--- src/rtl/fpm_issue_arbiter_if.sv ---
// Requester-side bundle for fpm_issue_arbiter: operand requests in, products out.
// master = requester cluster, slave = arbiter.
interface fpm_issue_arbiter_if #(
  parameter int NREQ = 4
);
  logic [NREQ-1:0]       req_valid;
  logic [NREQ-1:0]       req_ready;
  logic [NREQ-1:0][31:0] req_a;
  logic [NREQ-1:0][31:0] req_b;
  logic [NREQ-1:0]       rsp_valid;
  logic [31:0]           rsp_data;

  modport master (output req_valid, req_a, req_b, input req_ready, rsp_valid, rsp_data);
  modport slave  (input req_valid, req_a, req_b, output req_ready, rsp_valid, rsp_data);
endinterface

--- src/rtl/fpm_issue_arbiter.sv ---
// Shares one free-running pipelined FP multiplier among NREQ requesters and routes products back.
// FPM_ARB_RR_EN: round-robin priority when defined, fixed lowest-index priority otherwise.
module fpm_issue_arbiter #(
  parameter int NREQ = 4,
  parameter int LAT  = 4
) (
  input  logic                i_clk,
  input  logic                i_rst_n,
  input  logic                i_en,
  fpm_issue_arbiter_if.slave  s_if,
  output logic [31:0]         o_mul_a,
  output logic [31:0]         o_mul_b,
  input  logic [31:0]         i_mul_p,
  output logic [3:0]          o_inflight,
  output logic                o_idle
);

  logic [NREQ-1:0]       w_gnt;
  logic                  w_gnt_vld;
  logic [2:0]            w_gnt_id;
  logic [31:0]           w_a, w_b;
  logic [2:0]            w_base;
  logic [NREQ-1:0]       w_rsp_oh;

  logic [31:0]           r_mul_a, r_mul_b, r_rsp_data;
  logic [NREQ-1:0]       r_rsp_valid;
  logic [3:0]            r_inflight;
  logic [LAT:0]          r_vld_pipe;
  logic [LAT:0][2:0]     r_id_pipe;

`ifdef FPM_ARB_RR_EN
  logic [2:0] r_ptr;
  assign w_base = r_ptr;

  always_ff @(posedge i_clk or negedge i_rst_n) begin
    if (!i_rst_n)       r_ptr <= '0;
    else if (w_gnt_vld) r_ptr <= (w_gnt_id == 3'(NREQ-1)) ? 3'd0 : w_gnt_id + 3'd1;
  end
`else
  assign w_base = 3'd0;
`endif

  // Rotating search: indices >= base first, then the wrapped indices below base.
  always_comb begin
    w_gnt_vld = 1'b0;
    w_gnt_id  = '0;
    w_a       = '0;
    w_b       = '0;
    for (int i = 0; i < NREQ; i++) begin
      if (i_en && !w_gnt_vld && s_if.req_valid[i] && (3'(i) >= w_base)) begin
        w_gnt_vld = 1'b1;
        w_gnt_id  = 3'(i);
        w_a       = s_if.req_a[i];
        w_b       = s_if.req_b[i];
      end
    end
    for (int i = 0; i < NREQ; i++) begin
      if (i_en && !w_gnt_vld && s_if.req_valid[i] && (3'(i) < w_base)) begin
        w_gnt_vld = 1'b1;
        w_gnt_id  = 3'(i);
        w_a       = s_if.req_a[i];
        w_b       = s_if.req_b[i];
      end
    end
    w_gnt = '0;
    for (int i = 0; i < NREQ; i++) w_gnt[i] = w_gnt_vld && (w_gnt_id == 3'(i));
  end

  always_comb begin
    w_rsp_oh = '0;
    for (int i = 0; i < NREQ; i++) w_rsp_oh[i] = r_vld_pipe[LAT] && (r_id_pipe[LAT] == 3'(i));
  end

  // Tag pipe mirrors the multiplier depth plus the operand register; it never stalls.
  always_ff @(posedge i_clk or negedge i_rst_n) begin
    if (!i_rst_n) begin
      r_vld_pipe <= '0;
      r_id_pipe  <= '0;
    end else begin
      r_vld_pipe <= {r_vld_pipe[LAT-1:0], w_gnt_vld};
      r_id_pipe  <= {r_id_pipe[LAT-1:0], w_gnt_id};
    end
  end

  always_ff @(posedge i_clk or negedge i_rst_n) begin
    if (!i_rst_n) begin
      r_mul_a     <= '0;
      r_mul_b     <= '0;
      r_rsp_data  <= '0;
      r_rsp_valid <= '0;
      r_inflight  <= '0;
    end else begin
      if (w_gnt_vld) begin
        r_mul_a <= w_a;
        r_mul_b <= w_b;
      end
      if (r_vld_pipe[LAT]) r_rsp_data <= i_mul_p;
      r_rsp_valid <= w_rsp_oh;
      case ({w_gnt_vld, r_vld_pipe[LAT]})
        2'b10:   r_inflight <= r_inflight + 4'd1;
        2'b01:   r_inflight <= r_inflight - 4'd1;
        default: r_inflight <= r_inflight;
      endcase
    end
  end

  assign s_if.req_ready = w_gnt;
  assign s_if.rsp_valid = r_rsp_valid;
  assign s_if.rsp_data  = r_rsp_data;
  assign o_mul_a        = r_mul_a;
  assign o_mul_b        = r_mul_b;
  assign o_inflight     = r_inflight;
  assign o_idle         = (r_inflight == 4'd0);

endmodule

--- src/flat_wrapper.sv ---
// flat-port wrapper written by rule: the top's interface ports become plain ports
module fpm_issue_arbiter_flat 
#(
  parameter int NREQ = 4,
  parameter int LAT  = 4
)
  (i_clk, i_rst_n, i_en, o_mul_a, o_mul_b, i_mul_p, o_inflight, o_idle, s_if_req_valid, s_if_req_a, s_if_req_b, s_if_req_ready, s_if_rsp_valid, s_if_rsp_data);
  fpm_issue_arbiter_if #(.NREQ(NREQ)) s_if_i ();
  input  logic i_clk;
  input  logic i_rst_n;
  input  logic i_en;
  output logic [31:0] o_mul_a;
  output logic [31:0] o_mul_b;
  input  logic [31:0] i_mul_p;
  output logic [3:0] o_inflight;
  output logic o_idle;
  input wire logic [$bits(s_if_i.req_valid)-1:0] s_if_req_valid;
  input wire logic [$bits(s_if_i.req_a)-1:0] s_if_req_a;
  input wire logic [$bits(s_if_i.req_b)-1:0] s_if_req_b;
  output wire logic [$bits(s_if_i.req_ready)-1:0] s_if_req_ready;
  output wire logic [$bits(s_if_i.rsp_valid)-1:0] s_if_rsp_valid;
  output wire logic [$bits(s_if_i.rsp_data)-1:0] s_if_rsp_data;
  assign s_if_i.req_valid = s_if_req_valid;
  assign s_if_i.req_a = s_if_req_a;
  assign s_if_i.req_b = s_if_req_b;
  assign s_if_req_ready = s_if_i.req_ready;
  assign s_if_rsp_valid = s_if_i.rsp_valid;
  assign s_if_rsp_data = s_if_i.rsp_data;
  fpm_issue_arbiter #(.NREQ(NREQ), .LAT(LAT)) u_core (.i_clk(i_clk), .i_rst_n(i_rst_n), .i_en(i_en), .s_if(s_if_i), .o_mul_a(o_mul_a), .o_mul_b(o_mul_b), .i_mul_p(i_mul_p), .o_inflight(o_inflight), .o_idle(o_idle));
endmodule
--- config.mk ---
export PLATFORM = sky130hd
export DESIGN_NAME = fpm_issue_arbiter_flat
export DESIGN_NICKNAME = d
export VERILOG_FILES = /design/src/rtl/fpm_issue_arbiter_if.sv /design/src/rtl/fpm_issue_arbiter.sv /design/src/flat_wrapper.sv
export SDC_FILE = /design/constraint.sdc
export NUM_CORES = 1
export LEC_CHECK = 0
export BUFFER_PORTS_ARGS = -buffer_cell sky130_fd_sc_hd__buf_2
export CAP_MARGIN = 10
export CORE_MARGIN = 1.5
export CORE_UTILIZATION = 23
export CTS_CLUSTER_DIAMETER = 40
export DETAILED_ROUTE_END_ITERATION = 12
export GPL_TIMING_DRIVEN = 1
export PLACE_DENSITY = 0.52
export SLEW_MARGIN = 20
export SYNTH_ARGS = -nofsm -noshare
export SYNTH_HDL_FRONTEND = slang
export SYNTH_SLANG_ARGS = --single-unit
--- constraint.sdc ---
create_clock -name i_clk -period 1.8 [get_ports i_clk]
set_input_delay 0.36 -clock i_clk [delete_from_list [all_inputs] [get_ports i_clk]]
set_output_delay 0.36 -clock i_clk [all_outputs]
set_load 0.005 [all_outputs]
==> summary.md <==
| Metric | Value |
|---|---|
| Nets | 1407 |
| CP Data Required Time | 1.44 ns |
| Worst r2r src | u_core.r_vld_pipe[4]$_DFF_PN0_ |
| Synthesized flop and latch total | 119 |
| Synthesized area | 6770 um2 |
| Die H | 175 um |
| Worst r2r path cells | 7 |
| Sw power | 0.00261 W |
| Crit start category | flip-flop |
| I/O Pins | 404 |
| Setup violators final | 0 |
| Worst Setup Slack, final | 0.0800 ns |
| Syn-to-layout area delta | 48.9% |
| CP startpoint | u_core.o_inflight[1]$_DFFE_PN0P_ |
| Congestion Overflow GR | 0 |
| Dominant cell type by area after synthesis | dfrtp_1 |
| Worst path max stage delay | 0.40 ns |
| Synthesized Nets | 1012 |
| RSZ-0062 raised after global routing | no |
| Tcrit/Tclk final | 95.6% |
| Buffer and inverter count on the worst path | 2 |
| Die X | 175 um |
| Maximum number of pins on one net before global-route repair | 132 |
| Routed len/inst | 18.0 um |
| Total vias in the final route | 7252 |
| Synth unique cells | 32 |
| R2R Setup Slk | 0.22 ns |
| CTS H-tree lvls | 4 |
| Top post-synthesis cells by area | dfrtp_1 44%, nand2_1 14%, a32o_1 9.5% |
| Final Hold Fails | 0 |
| Comb power frac | 22.9% |
| Iter 0 DRT Violations | 252 |
| Crit path kind | reg2out |
| VDD IR-drop max | 0.493 mV |
| Yosys warning total | 0 |
| Residual DRC | 0 |
| Final Non-Filler Cells | 1507 |
| Sequential Power Share | 36.2% |
| Hpwl dp | 20100 um |
| PD cells | 880 nW/um2 |
| Drt pass-1 iters | 5 |
| Switching share of total power | 29.4% |
| WL final | 27200 um |
| Root Buffer | clkbuf_16 |
| Clk Latency, worst-skew pair | 0.41 ns |
| Synth Area per Inst | 9.48 um2 |
| Dpl cells | 1473 |
| Reg2reg end | u_core.o_inflight[2]$_DFFE_PN0P_ |
| Total GRT Usage | 17.5% |
| Leak Pwr | 4.76 nW |
| Cts bufs inserted | 17 |
| Setup_tns | 0 ns |
| Final Slew Violations | 0 |
| Postcts setup bufs | 0 |
| DRT antenna net count | 0 |
| Clock Skew | 0.00916 ns |
| HP Start | i_mul_p[6] |
| Arrival time worst endpoint | 1.36 ns |
| # port buffers | 403 |
| Clock buffer depth | 2 |
| Worst setup EP type | primary output |
| Layout cells sized above 1 | 52.0% |
| Starting Density | 23.5% |
| Cells after synthesis | 714 |
| Std-Cell Rows | 62 |
| Pre-CTS setup slack | -0.265 ns |
| CP delay by family, top | flip-flops |
| Slowest CP cell | dfrtp_1 |
| Initial antenna violation count | 4 |
| WHS Endpoint | u_core.s_if.rsp_data[6]$_DFFE_PN0P_ |
| Slew @ Worst Pin | 0.645 ns |
| Total Power | 0.00887 W |
| Clk pwr share | 40.9% |
| Crit-path cells | buf_4, nor4_1, buf_2 |
| First-pass GRT wire length | 41100 um |
| DIE AREA | 30500 um2 |
| Core ar. | 28900 um2 |
| Status | finished, final reports clean |
| CTS clk-pin slew, worst paths | 0.06 ns |
| TritonCTS clock tree | done |
| Max-slew headroom | 57.0% |
| Vias in the first global route | 7247 |
| GP Congestion | 0.830 |
| Max Cap Viol | 0 |
| Hold WC Path Type | in2reg |
| Critical Path Stages | 3 |
| Sequential area share after synthesis | 44.0% |
| Min Clock Period, post-route | 1.72 ns |
| Sinks on Clock Net | 119 |
| Pint | 0.00626 W |
| CP Max Fanout | 7 |
| Via-per-instance ratio | 4.81 |
| Synth top area share | 44.0% |
| Hold-critical path depth | 2 |
| FMAX | 581 MHz |
cells in the final DEF (no fill, tap or decap), drive strengths merged, types with 2 or more instances in the layout:
| cell type | Yosys | layout |
|---|---|---|
| bufinv | 0 | 3 |
| o221ai | 63 | 63 |
| buf | 59 | 451 |
| dfrtp | 119 | 119 |
| clkbuf | 17 | 18 |
| a32o | 64 | 64 |
| ha | 3 | 3 |
| xnor2 | 2 | 2 |
| nand2 | 255 | 255 |
| nor2 | 7 | 7 |
| nor2b | 3 | 3 |
| xor2 | 3 | 3 |
| and2 | 3 | 3 |
| a21oi | 65 | 65 |
| o21ai | 2 | 2 |
| mux2 | 33 | 33 |
| nor3b | 4 | 4 |
| clkinvlp | 0 | 3 |
| inv | 2 | 9 |
cells by family after synthesis:
kind of cell,count (synthesis),synth area share (%)
AND/OR/NAND/NOR,279,16.4
AO/OA/AOI/OAI,197,26.4
adder cells (fa/ha/maj),3,0.554
flip-flops,119,44.0
XOR/XNOR,5,0.647
buffers and inverters,78,6.43
multiplexers,33,5.49
layer usage:
metal	routed length, um	global-route usage (%)	vias to the layer above
li1	-	-	3392
met1	11500	21.1	3502
met2	13400	30.9	331
met3	1890	4.55	23
met4	392	4.70	4
met5	14	0	-
cell usage after synthesis (all sizes together):
library cell / number
o221ai: 63
nor2: 7
nor4bb: 1
inv: 2
and2: 3
nor3b: 4
or2: 1
o22ai: 1
xnor2: 2
nand2b: 1
clkbuf: 17
nor4: 1
mux2: 33
a221o: 1
a21oi: 65
or3b: 1
nor2b: 3
o31ai: 1
xor2: 3
o21ai: 2
and3b: 1
a32o: 64
buf: 59
nand2: 255
and3: 1
dfrtp: 119
ha: 3
cell type report:
type	count	area (um2)
fillers	3073	18800
multi-input cells	517	3390
flip-flops and latches	119	2980
repair buffers	452	2610
well taps	384	480
clock buffers	18	429
clock inverters	14	185
inverters	2	7.51
diodes	1	2.50
state kept, by name, summed over array words and instances (netlist names):
signal                 cells
u_core.s_if.rsp_data      32
u_core.r_id_pipe          10
u_core.o_mul_b            32
u_core.o_mul_a            32
u_core.s_if.rsp_valid      4
u_core.r_vld_pipe          5
u_core.o_inflight          4
worst max-delay path by stage:
stage                                       end  slack (ns)
5_1_grt                                  o_idle       0.006
3_3_place_gp   u_core.o_inflight[2]$_DFFE_PN0P_       -0.26
3_5_place_dp   u_core.o_inflight[2]$_DFFE_PN0P_       -0.27
6_report                                 o_idle        0.08
4_1_cts                                  o_idle        0.04
2_1_floorplan  u_core.o_inflight[2]$_DFFE_PN0P_       -0.29
power by group through the flow:
stage               Clock [W]  Combinational (W)  Sequential (W)
floorplan                   0           0.000933         0.00327
finish                0.00363            0.00203         0.00321
CTS                   0.00376            0.00207         0.00321
global route          0.00388            0.00224         0.00325
detailed placement          0            0.00207         0.00326
global placement            0            0.00205         0.00325
per-stage QoR:
stage	cell area (um2)	util [%]	hold slack [ns]
finish	10100	34.9	0.181
global route	10100	34.9	0.152
CTS	10100	34.9	0.156
detailed placement	9450	32.7	0.264
global placement	9450	32.7	0.262
floorplan	6800	-	0.0644
repair_timing:
action,in CTS,in global routing
resized for setup,2,0
hold buffers,1,0
hold endpoints to repair,26,0
endpoints found under the setup margin,1,0
Power figures use the tool's default switching activity.
